**src/rtl/alu_pkg.sv**
```systemverilog
// Shared types for alu_seq: opcodes, FSM states, shift kinds and the flag bundle.
package alu_pkg;

    typedef enum logic [3:0] {
        OP_ADD = 4'd0,
        OP_SUB = 4'd1,
        OP_ADC = 4'd2,
        OP_SBC = 4'd3,
        OP_AND = 4'd4,
        OP_OR  = 4'd5,
        OP_XOR = 4'd6,
        OP_SLL = 4'd7,
        OP_SRL = 4'd8,
        OP_SRA = 4'd9
    } op_e;

    typedef enum logic [1:0] {
        S_IDLE,
        S_SHIFT,
        S_DONE
    } state_e;

    typedef enum logic [1:0] {
        SH_SLL,
        SH_SRL,
        SH_SRA
    } shkind_e;

    typedef struct packed {
        logic c;
        logic v;
        logic z;
        logic n;
    } flags_t;

    function automatic logic is_shift_op(input logic [3:0] op);
        return (op == OP_SLL) || (op == OP_SRL) || (op == OP_SRA);
    endfunction

    function automatic shkind_e shkind_of(input logic [3:0] op);
        if (op == OP_SLL) return SH_SLL;
        if (op == OP_SRL) return SH_SRL;
        return SH_SRA;
    endfunction

endpackage

```
**src/rtl/alu_seq_shifter.sv**
```systemverilog
// Shift datapath for alu_seq: iterative 1 bit/cycle by default, single-cycle barrel
// shifter when ALU_SEQ_BARREL_EN is defined. done marks the cycle res/c are final.
module alu_seq_shifter
    import alu_pkg::*;
#(
    parameter int XLEN    = 64,
    parameter int SHAMT_W = $clog2(XLEN)
) (
    input  logic               clk,
    input  logic               rst_n,
    input  logic               start,
    input  shkind_e            kind,
    input  logic [XLEN-1:0]    a,
    input  logic [SHAMT_W-1:0] shamt,
    output logic               done,
    output logic [XLEN-1:0]    res,
    output logic               c
);

`ifdef ALU_SEQ_BARREL_EN

    logic [SHAMT_W-1:0] out_idx;

    always_comb begin
        out_idx = shamt - 1'b1;
        res     = a << shamt;
        if (kind == SH_SRL) begin
            res = a >> shamt;
        end else if (kind == SH_SRA) begin
            res = XLEN'($signed(a) >>> shamt);
        end
        // Left shifts lose bit XLEN-shamt last, which is -shamt modulo XLEN.
        if (kind == SH_SLL) begin
            out_idx = '0 - shamt;
        end
        c    = (shamt == '0) ? 1'b0 : a[out_idx];
        done = start;
    end

`else

    logic [XLEN-1:0]    val_q;
    logic [SHAMT_W-1:0] cnt_q;
    shkind_e            kind_q;
    logic               busy_q;
    logic [XLEN-1:0]    step;
    logic               step_c;

    always_comb begin
        step   = {val_q[XLEN-2:0], 1'b0};
        step_c = val_q[XLEN-1];
        if (kind_q == SH_SRL) begin
            step   = {1'b0, val_q[XLEN-1:1]};
            step_c = val_q[0];
        end else if (kind_q == SH_SRA) begin
            step   = {val_q[XLEN-1], val_q[XLEN-1:1]};
            step_c = val_q[0];
        end
        // A zero-amount shift finishes in the start cycle with the operand untouched.
        done = (start && (shamt == '0)) || (busy_q && (cnt_q == SHAMT_W'(1)));
        res  = start ? a : step;
        c    = start ? 1'b0 : step_c;
    end

    always_ff @(posedge clk or negedge rst_n) begin
        if (!rst_n) begin
            val_q  <= '0;
            cnt_q  <= '0;
            kind_q <= SH_SLL;
            busy_q <= 1'b0;
        end else if (start && (shamt != '0)) begin
            val_q  <= a;
            cnt_q  <= shamt;
            kind_q <= kind;
            busy_q <= 1'b1;
        end else if (busy_q) begin
            val_q <= step;
            cnt_q <= cnt_q - 1'b1;
            if (cnt_q == SHAMT_W'(1)) begin
                busy_q <= 1'b0;
            end
        end
    end

`endif

endmodule

```
**src/rtl/alu_seq.sv**
```systemverilog
// Handshaked ALU with registered result/flags; 1-cycle ops, shifts take 1+shamt cycles
// (1 cycle with ALU_SEQ_BARREL_EN). Result held in DONE until res_ready_i.
module alu_seq
    import alu_pkg::*;
#(
    parameter int XLEN    = 64,
    parameter int SHAMT_W = $clog2(XLEN)
) (
    input  logic            clk_i,
    input  logic            rst_ni,
    input  logic            in_valid_i,
    output logic            in_ready_o,
    input  logic [3:0]      op_i,
    input  logic [XLEN-1:0] a_i,
    input  logic [XLEN-1:0] b_i,
    input  logic            cflag_i,
    output logic            res_valid_o,
    input  logic            res_ready_i,
    output logic [XLEN-1:0] out_o,
    output logic            cflag_o,
    output logic            vflag_o,
    output logic            zflag_o,
    output logic            nflag_o,
    output logic            illegal_o
);

    state_e          state;
    logic            in_ready_q;
    logic            res_valid_q;
    logic [XLEN-1:0] out_q;
    flags_t          flags_q;
    logic            illegal_q;

    logic [XLEN-1:0] b_eff;
    logic            cin;
    logic [XLEN:0]   sum;
    logic [XLEN-1:0] nxt_res;
    logic            nxt_c;
    logic            nxt_v;
    logic            nxt_ill;
    flags_t          nxt_flags;
    logic            accept;
    logic            sh_start;
    logic            sh_done;
    logic [XLEN-1:0] sh_res;
    logic            sh_c;
    logic            load;

    assign accept   = (state == S_IDLE) && in_valid_i && in_ready_q;
    assign sh_start = accept && is_shift_op(op_i);

    alu_seq_shifter #(
        .XLEN    (XLEN),
        .SHAMT_W (SHAMT_W)
    ) u_shifter (
        .clk   (clk_i),
        .rst_n (rst_ni),
        .start (sh_start),
        .kind  (shkind_of(op_i)),
        .a     (a_i),
        .shamt (b_i[SHAMT_W-1:0]),
        .done  (sh_done),
        .res   (sh_res),
        .c     (sh_c)
    );

    always_comb begin
        b_eff = b_i;
        cin   = 1'b0;
        case (op_i)
            OP_SUB: begin b_eff = ~b_i; cin = 1'b1;    end
            OP_ADC: begin               cin = cflag_i; end
            OP_SBC: begin b_eff = ~b_i; cin = cflag_i; end
            default: ;
        endcase
        sum = {1'b0, a_i} + {1'b0, b_eff} + {{XLEN{1'b0}}, cin};

        nxt_res = '0;
        nxt_c   = 1'b0;
        nxt_v   = 1'b0;
        nxt_ill = 1'b0;
        // While shifting, op_i no longer describes the operation in flight.
        if (state == S_SHIFT) begin
            nxt_res = sh_res;
            nxt_c   = sh_c;
        end else begin
            case (op_i)
                OP_ADD, OP_SUB, OP_ADC, OP_SBC: begin
                    nxt_res = sum[XLEN-1:0];
                    nxt_c   = sum[XLEN];
                    nxt_v   = a_i[XLEN-1] ^ b_eff[XLEN-1] ^ sum[XLEN-1] ^ sum[XLEN];
                end
                OP_AND: nxt_res = a_i & b_i;
                OP_OR:  nxt_res = a_i | b_i;
                OP_XOR: nxt_res = a_i ^ b_i;
                OP_SLL, OP_SRL, OP_SRA: begin
                    nxt_res = sh_res;
                    nxt_c   = sh_c;
                end
                default: nxt_ill = 1'b1;
            endcase
        end
        nxt_flags = '{c: nxt_c, v: nxt_v, z: (nxt_res == '0), n: nxt_res[XLEN-1]};

        load = (accept && (!is_shift_op(op_i) || sh_done)) || ((state == S_SHIFT) && sh_done);
    end

    always_ff @(posedge clk_i or negedge rst_ni) begin
        if (!rst_ni) begin
            state       <= S_IDLE;
            in_ready_q  <= 1'b0;
            res_valid_q <= 1'b0;
            out_q       <= '0;
            flags_q     <= '{c: 1'b0, v: 1'b0, z: 1'b1, n: 1'b0};
            illegal_q   <= 1'b0;
        end else begin
            if (load) begin
                out_q       <= nxt_res;
                flags_q     <= nxt_flags;
                illegal_q   <= nxt_ill;
                res_valid_q <= 1'b1;
                state       <= S_DONE;
            end
            case (state)
                S_IDLE: begin
                    if (accept) begin
                        in_ready_q <= 1'b0;
                        if (!load) begin
                            state <= S_SHIFT;
                        end
                    end else begin
                        in_ready_q <= 1'b1;
                    end
                end
                S_SHIFT: ;
                S_DONE: begin
                    if (res_ready_i) begin
                        state       <= S_IDLE;
                        res_valid_q <= 1'b0;
                        in_ready_q  <= 1'b1;
                    end
                end
                default: state <= S_IDLE;
            endcase
        end
    end

    assign in_ready_o  = in_ready_q;
    assign res_valid_o = res_valid_q;
    assign out_o       = out_q;
    assign cflag_o     = flags_q.c;
    assign vflag_o     = flags_q.v;
    assign zflag_o     = flags_q.z;
    assign nflag_o     = flags_q.n;
    assign illegal_o   = illegal_q;

endmodule

```
**config.mk**
```make
export PLATFORM = sky130hd
export DESIGN_NAME = alu_seq
export DESIGN_NICKNAME = d
export VERILOG_FILES = /design/src/rtl/alu_pkg.sv /design/src/rtl/alu_seq_shifter.sv /design/src/rtl/alu_seq.sv
export SDC_FILE = /design/constraint.sdc
export NUM_CORES = 1
export LEC_CHECK = 0
export CORE_MARGIN = 2
export CORE_UTILIZATION = 35
export CTS_CLUSTER_DIAMETER = 200
export DETAILED_ROUTE_END_ITERATION = 6
export DONT_BUFFER_PORTS = 1
export PLACE_DENSITY = 0.57
export SYNTH_ARGS = -nofsm -noshare
export SYNTH_HDL_FRONTEND = slang
export SYNTH_HIERARCHICAL = 1
export SYNTH_SLANG_ARGS = --single-unit
```
**constraint.sdc**
```tcl
create_clock -name clk_i -period 6.8 [get_ports clk_i]
set_input_delay 0.68 -clock clk_i [delete_from_list [all_inputs] [get_ports clk_i]]
set_output_delay 0.68 -clock clk_i [all_outputs]
set_load 0.01 [all_outputs]
```
==> impl_metrics.ini, run 1 <==
[clock_network]
clkSinkCount = 145
cts_buffers = 17
cts_max_path_buffers = 2
clock_latency_ns = 0.50
cts_tree = yes
clk_pin_slew_worst_paths_ns = 0.07
cts_root_buf = clkbuf_16
cts.repair.resized = 0
h-tree-depth = 4

[die]
start_util_pct = 35.6
core_um2 = 47800
rows = 80
ios = 208
die_area_um2 = 50400
dieHeight_um = 225
fp.dieW_um = 225

[sta]
fmax_mhz = 173
finalSetupViolCount = 0
worstMarginPinSlew_ns = 1.15
finalHoldViolCount = 0
maxSlewViolCount = 0
min_period_over_period_pct = 85.1
skew_ns = 0.0132
relSlewSlack_pct = 23.3
rsz0062_at_grt = false
fin_tns_setup_ns = 0
fin_crit_ns = 5.79

[critical_path]
crit_path_cell_trace = nor3b_2 > buf_12 > xnor2_1 > ha_1 > nand4_1 > or3_1 > nand2b_1 > a31oi_1 > nor2_1 > xnor2_1 > o21ai_0 > or4_1 > nor4_1 > nand4_1 > or4_1 > o41ai_2
cp.required_ns = 7.21
path_delay_family = simple AND/OR/NAND/NOR gates
worst-path-buf-inv = 1
path_class = in2reg
path_max_fanout = 39
worst_setup_path_start_kind = input port
worstPathArrival_ns = 6.19
critPathSlowestCell = or4_1
endpoint_kind = flip-flop
reg2reg_slack_ns = 1.34
slowest_delay_ns = 0.61

[final_layout]
final_nets = 2296
seq_area_um2 = 3630
fill_cells = 4958
area_growth_pct = 5.55
post-route-util_pct = 37.6
layout_commonest_cell = nand2_1
drive_above_1_share_pct = 11.2
antenna_cells = 0
layout_common_cells = nand2_1, ha_1, o21ai_0, inv_1, dfrtp_1
multi_input_comb_area_um2 = 12200

[power_and_ir_drop]
ir_worst_vdd_mv = 0.202
power.density_nw_per_um2 = 333
p_leak_nw = 8.04
finalPower_w = 0.00599

[run_status]
status = completed

[yosys]
synth_ff_type = dfrtp_1
synth-edff-count = 0
ys_seq_area_share_pct = 21.3
avgSynthCellArea_um2 = 8.31
synth_top_area_cell = dfrtp_1
syn_inst = 2050
yosys_warnings = 6
syn_nets = 2382
yosys-top-cells-area = dfrtp_1, ha_1, mux2_2
yosysUniqueCellTypes = 90
synth_top_area_share_pct = 21.2
synth-seq-cells = 145
syn-cell-area_um2 = 17000
ys_async_sr_fraction_pct = 100

[detailed_routing]
dr_total_vias = 15200
drt_iter0_markers = 1156
wirelength_um = 60000
drc_errors = 0
vias_per_cell = 5.89
post_drt_wl_per_cell_um = 23.2
ant_nets = 0
drt_pass1_iterations = 5

[global_routing]
grt_pass1_wl_um = 91900
grt_max_degree = 145
first_global_vias = 15100
antenna_found_initial = 1
grt-ovfl-total = 0
grt_use_total_pct = 23.9

[worst_hold_path]
min_path_type = in2async

[placed_design]
gp_congestion = 0.942
dp_hpwl_um = 46000
io_buffers = 0

[job]
maxCapViolations = 0
[worst paths after layout]
| kind | from | to | cells after the start |
|---|---|---|---|
| setup / recovery | op_i[3] | zflag_o | 16 |
| hold / removal | rst_ni | u_shifter/val_q[8] | 1 |
| setup reg to reg | state[1] | zflag_o | 15 |
| hold reg to reg | state[0] | state[1] | 1 |
| max in group asynchronous | rst_ni | u_shifter/busy_q | 1 |
| min in group clk_i | a_i[48] | u_shifter/val_q[48] | 2 |
[cell type report]
cell class,instances,area share [%]
Inverter,147,3.07
Multi-Input combinational cell,1626,68.0
Tap cell,615,4.28
Clock inverter,12,0.620
Sequential cell,145,20.2
Clock buffer,18,2.39
Timing Repair Buffer,27,1.39
[what timing repair did]
item                                   in CTS  in global routing
hold buffers                                2                  0
endpoints found under the hold margin     144                  0
setup buffers                               0                  0
[synthesized netlist by cell type (8+ instances only)]
master / n
or3_1: 8
o21bai_1: 8
nand2b_1: 13
inv_1: 147
nor3_1: 26
xnor2_1: 95
a221oi_1: 10
and3_1: 10
nand4_1: 35
ha_1: 193
dfrtp_1: 144
a31oi_1: 15
xor2_1: 18
buf_2: 16
a211oi_1: 14
mux2i_1: 122
a21o_1: 22
o21ai_1: 17
nor2_1: 80
nand3_1: 26
o21a_1: 14
buf_6: 13
a222oi_1: 11
o21ai_0: 168
o211ai_1: 12
nor2b_1: 8
a22oi_1: 19
o22ai_1: 56
clkbuf_1: 76
nand2_1: 238
buf_1: 18
a21oi_1: 104
mux2_2: 127
a22o_1: 23
[through the flow]
step           hold WS, ns  worst slack (ns)  cells  cell area, µm²
2_1_floorplan        0.384            0.0461   2050           17000
3_3_place_gp         0.399             0.682   2558           17400
3_5_place_dp         0.400             0.701   2558           17400
4_1_cts              0.218              1.19   2590           18000
5_1_grt              0.233             0.790   2590           18000
6_report             0.161              1.01   2590           18000
[where the power goes]
group	switching (W)	total, W	leakage (nW)	internal, W
logic	0.00178	0.00327	5.98	0.00148
clock network	0.000442	0.000941	0.259	0.000499
registers	0.000506	0.00178	1.80	0.00127
total	0.00273	0.00599	8.04	0.00326
[routing by layer]
layer | share of wire (%) | vias up | track usage (%)
met3 | 9.6 | 64 | 8.23
met1 | 44 | 7408 | 31.1
met2 | 44 | 533 | 37.2
met4 | 2.3 | 0 | 6.92
li1 | - | 7239 | -
met5 | 0 | - | 0
[state kept, by name (all words and copies together), names as in the netlist, 2 cells and up]
name and flops:
u_shifter/val_q 64, u_shifter/kind_q 2, u_shifter/cnt_q 6, out_o 64
state 2
[worst reg2reg max path: cells and delay by family (launching register included)]
| kind | cells | cell delay [ns] |
|---|---|---|
| simple gates | 9 | 3.06 |
| mux | 2 | 0.88 |
| compound gates | 3 | 0.80 |
| flops | 1 | 0.44 |
| buf+inv | 1 | 0.19 |
[kinds of logic after synthesis]
logic type / count (synthesis) / synth area share [%]
and+or+nand+nor: 496 / 13.7
DFF: 145 / 21.3
adders and majority gates: 195 / 14.4
buffers and inverters: 279 / 7.19
xor gates and xnor gates: 114 / 5.91
AOI/OAI and AO/OA: 568 / 21.5
muxes: 253 / 16.0
Power figures use the tool's default switching activity.
==> inputs of run 2 (changes only) <==
SYNTH_HIERARCHICAL = default   (was 1)
==> impl_metrics.ini, run 2 <==
[placed_design]
dp_hpwl_um = 51400
io_buffers = 0
gp_congestion = 0.982
dp_slack_ns = 0.977

[yosys]
yosys.area_share.simple_pct = 15.6
ys_top_cells_by_count = nand2_1, a21oi_1, ha_1
synth_xor_xnor_area_share_pct = 5.92
yosysUniqueCellTypes = 84
ys_async_sr_fraction_pct = 100
syn-cell-area_um2 = 16800
synth-edff-count = 0
synth-compound-area-share_pct = 27.3
syn_nets = 2550
synth_top_family_by_area = compound AO/OA/AOI/OAI gates
yosys_warnings = 0
synthMuxAreaShare_pct = 8.14
synth.most_common_cell = nand2_1
synth_top_area_share_pct = 21.4
synth_ff_type = dfrtp_1
synth_top_area_cell = dfrtp_1
ys_seq_area_share_pct = 21.6
avgSynthCellArea_um2 = 7.59
syn_inst = 2218
synthAdderAreaFrac_pct = 14.6
synth-seq-cells = 145
yosys-top-cells-area = dfrtp_1, ha_1, mux2i_1

[final_layout]
drive_above_1_share_pct = 4.41
area_growth_pct = 6.27
layout_common_cells = nand2_1, a21oi_1, ha_1, nor2_1, o21ai_0
layout_commonest_cell = nand2_1
fill_cells = 5061
final_nets = 2450

[detailed_routing]
vias_per_cell = 6.12
post_drt_wl_per_cell_um = 24.9
wirelength_um = 68500
dr_total_vias = 16800
ant_nets = 0
drc_errors = 0
drt_iter0_markers = 1251
drt_pass1_iterations = 6

[worst_hold_path]
min_path_type = in2async

[global_routing]
grt_pass1_wl_um = 103000
grt_max_degree = 145
grt-ovfl-total = 0
grt_use_total_pct = 27.2
first_global_vias = 16300
antenna_found_initial = 3

[clock_network]
cts.repair.resized = 0
cts_root_buf = clkbuf_16
cts_hold_buf = 2
cts_max_path_buffers = 2
post-cts-setup-buffers = 0
h-tree-depth = 4
clock_latency_ns = 0.50
clkSinkCount = 145
cts_tree = yes
cts_buffers = 17
clk_pin_slew_worst_paths_ns = 0.07

[sta]
relSlewSlack_pct = 27.1
fin_tns_setup_ns = 0
min_period_over_period_pct = 79.4
worstMarginPinSlew_ns = 1.08
rsz0062_at_grt = false
fmax_mhz = 185
skew_ns = 0.0128
maxSlewViolCount = 0
fin_crit_ns = 5.40
finalSetupViolCount = 0
finalHoldViolCount = 0
fin_hold_ws_ns = 0.197
setup_ws_ns = 1.40

[die]
core_um2 = 47600
rows = 80
start_util_pct = 35.3
ios = 208
fp.dieW_um = 223
die_area_um2 = 49900
dieHeight_um = 223

[power_and_ir_drop]
internal_power_w = 0.00301
p_seq_share_pct = 29.2
power.density_nw_per_um2 = 343
p_leak_nw = 7.57
p_sw_share_pct = 50.9
p_sw_w = 0.00313
clockPowerShare_pct = 16.2
finalPower_w = 0.00614
ir_worst_vdd_mv = 0.217
p_comb_share_pct = 54.6

[critical_path]
endpoint_kind = flip-flop
cp.required_ns = 7.21
worstPathArrival_ns = 5.82
path_class = in2reg
path_max_fanout = 24
reg2reg_slack_ns = 1.97
r2r_cells = 11
worst_setup_path_start_kind = input port
r2r_start = state[1]
reg2reg_to = zflag_o

[run_status]
status = completed

[job]
maxCapViolations = 0
[run 2: changes by cell type after synthesis, sizes merged, moves of 25 or more]
cell | previous run | this run
a211oi | 14 | 40
mux2 | 129 | 8
o211ai | 13 | 73
o22ai | 56 | 82
a22o | 27 | 2
nor2 | 80 | 179
a21oi | 104 | 198
[run 2: per-stage QoR]
step                instances  instance area, µm²  utilization [%]
detailed placement       2712               17300             36.3
finish                   2748               17900             37.6
CTS                      2746               17900             37.6
global placement         2712               17300             36.3
floorplan                2218               16800                -
global route             2746               17900             37.6
[run 2: cell families after synthesis]
logic type / Yosys count
DFF: 145
xor gates and xnor gates: 113
and+or+nand+nor: 594
muxes: 136
buffers and inverters: 294
AOI/OAI and AO/OA: 741
adders and majority gates: 195
[run 2: final cells by class]
type	count	area, µm²	share of cell area, %
repair buffers	27	238	1.33
well taps	615	769	4.30
multi-input cells	1779	12100	67.7
clock buffers	20	447	2.50
diodes	2	5.00	0.0280
clock inverters	12	134	0.748
flip-flops and latches	145	3630	20.3
inverters	148	556	3.10
[run 2: how the worst max path moves through the flow]
| stage | startpoint | endpoint | slack (ns) | cells after the start |
|---|---|---|---|---|
| 2_1_floorplan | op_i[0] | vflag_o | 1.33 | 23 |
| 3_3_place_gp | op_i[3] | zflag_o | 1.10 | 18 |
| 3_5_place_dp | op_i[3] | zflag_o | 0.98 | 18 |
| 4_1_cts | op_i[3] | zflag_o | 1.51 | 18 |
| 5_1_grt | op_i[3] | zflag_o | 1.10 | 18 |
| 6_report | op_i[3] | zflag_o | 1.40 | 17 |
[run 2: power groups by stage]
stage / registers [W] / clock network (W) / logic, W
after detailed placement: 0.00180 / 0 / 0.00326
after floorplan: 0.00159 / 0 / 0.00238
after global routing: 0.00184 / 0.00104 / 0.00368
final: 0.00179 / 0.000994 / 0.00335
after global placement: 0.00179 / 0 / 0.00324
after CTS: 0.00179 / 0.00102 / 0.00331
[run 2: per-layer routing]
metal	vias to the layer above	GRT usage, %	wire length [µm]
met5	-	0	28
met4	4	10.5	2260
met3	120	7.94	6040
met2	686	42.6	30400
met1	8187	35.4	29700
li1	7815	-	-
[run 2: worst max-delay path, cell delays in order]
cell and delay, ns:
nor2_1 0.18, and2_4 0.37, buf_4 0.42, xnor2_1 0.12, ha_1 0.40, a21oi_1 0.27, o21ai_0 0.15, a21oi_1 0.34
a211oi_1 0.18, nor2_1 0.43, xor2_1 0.20, o21ai_0 0.29, nor3_1 0.35, nand4_1 0.18, a2111oi_0 0.80, nand4_1 0.19
o31ai_1 0.27
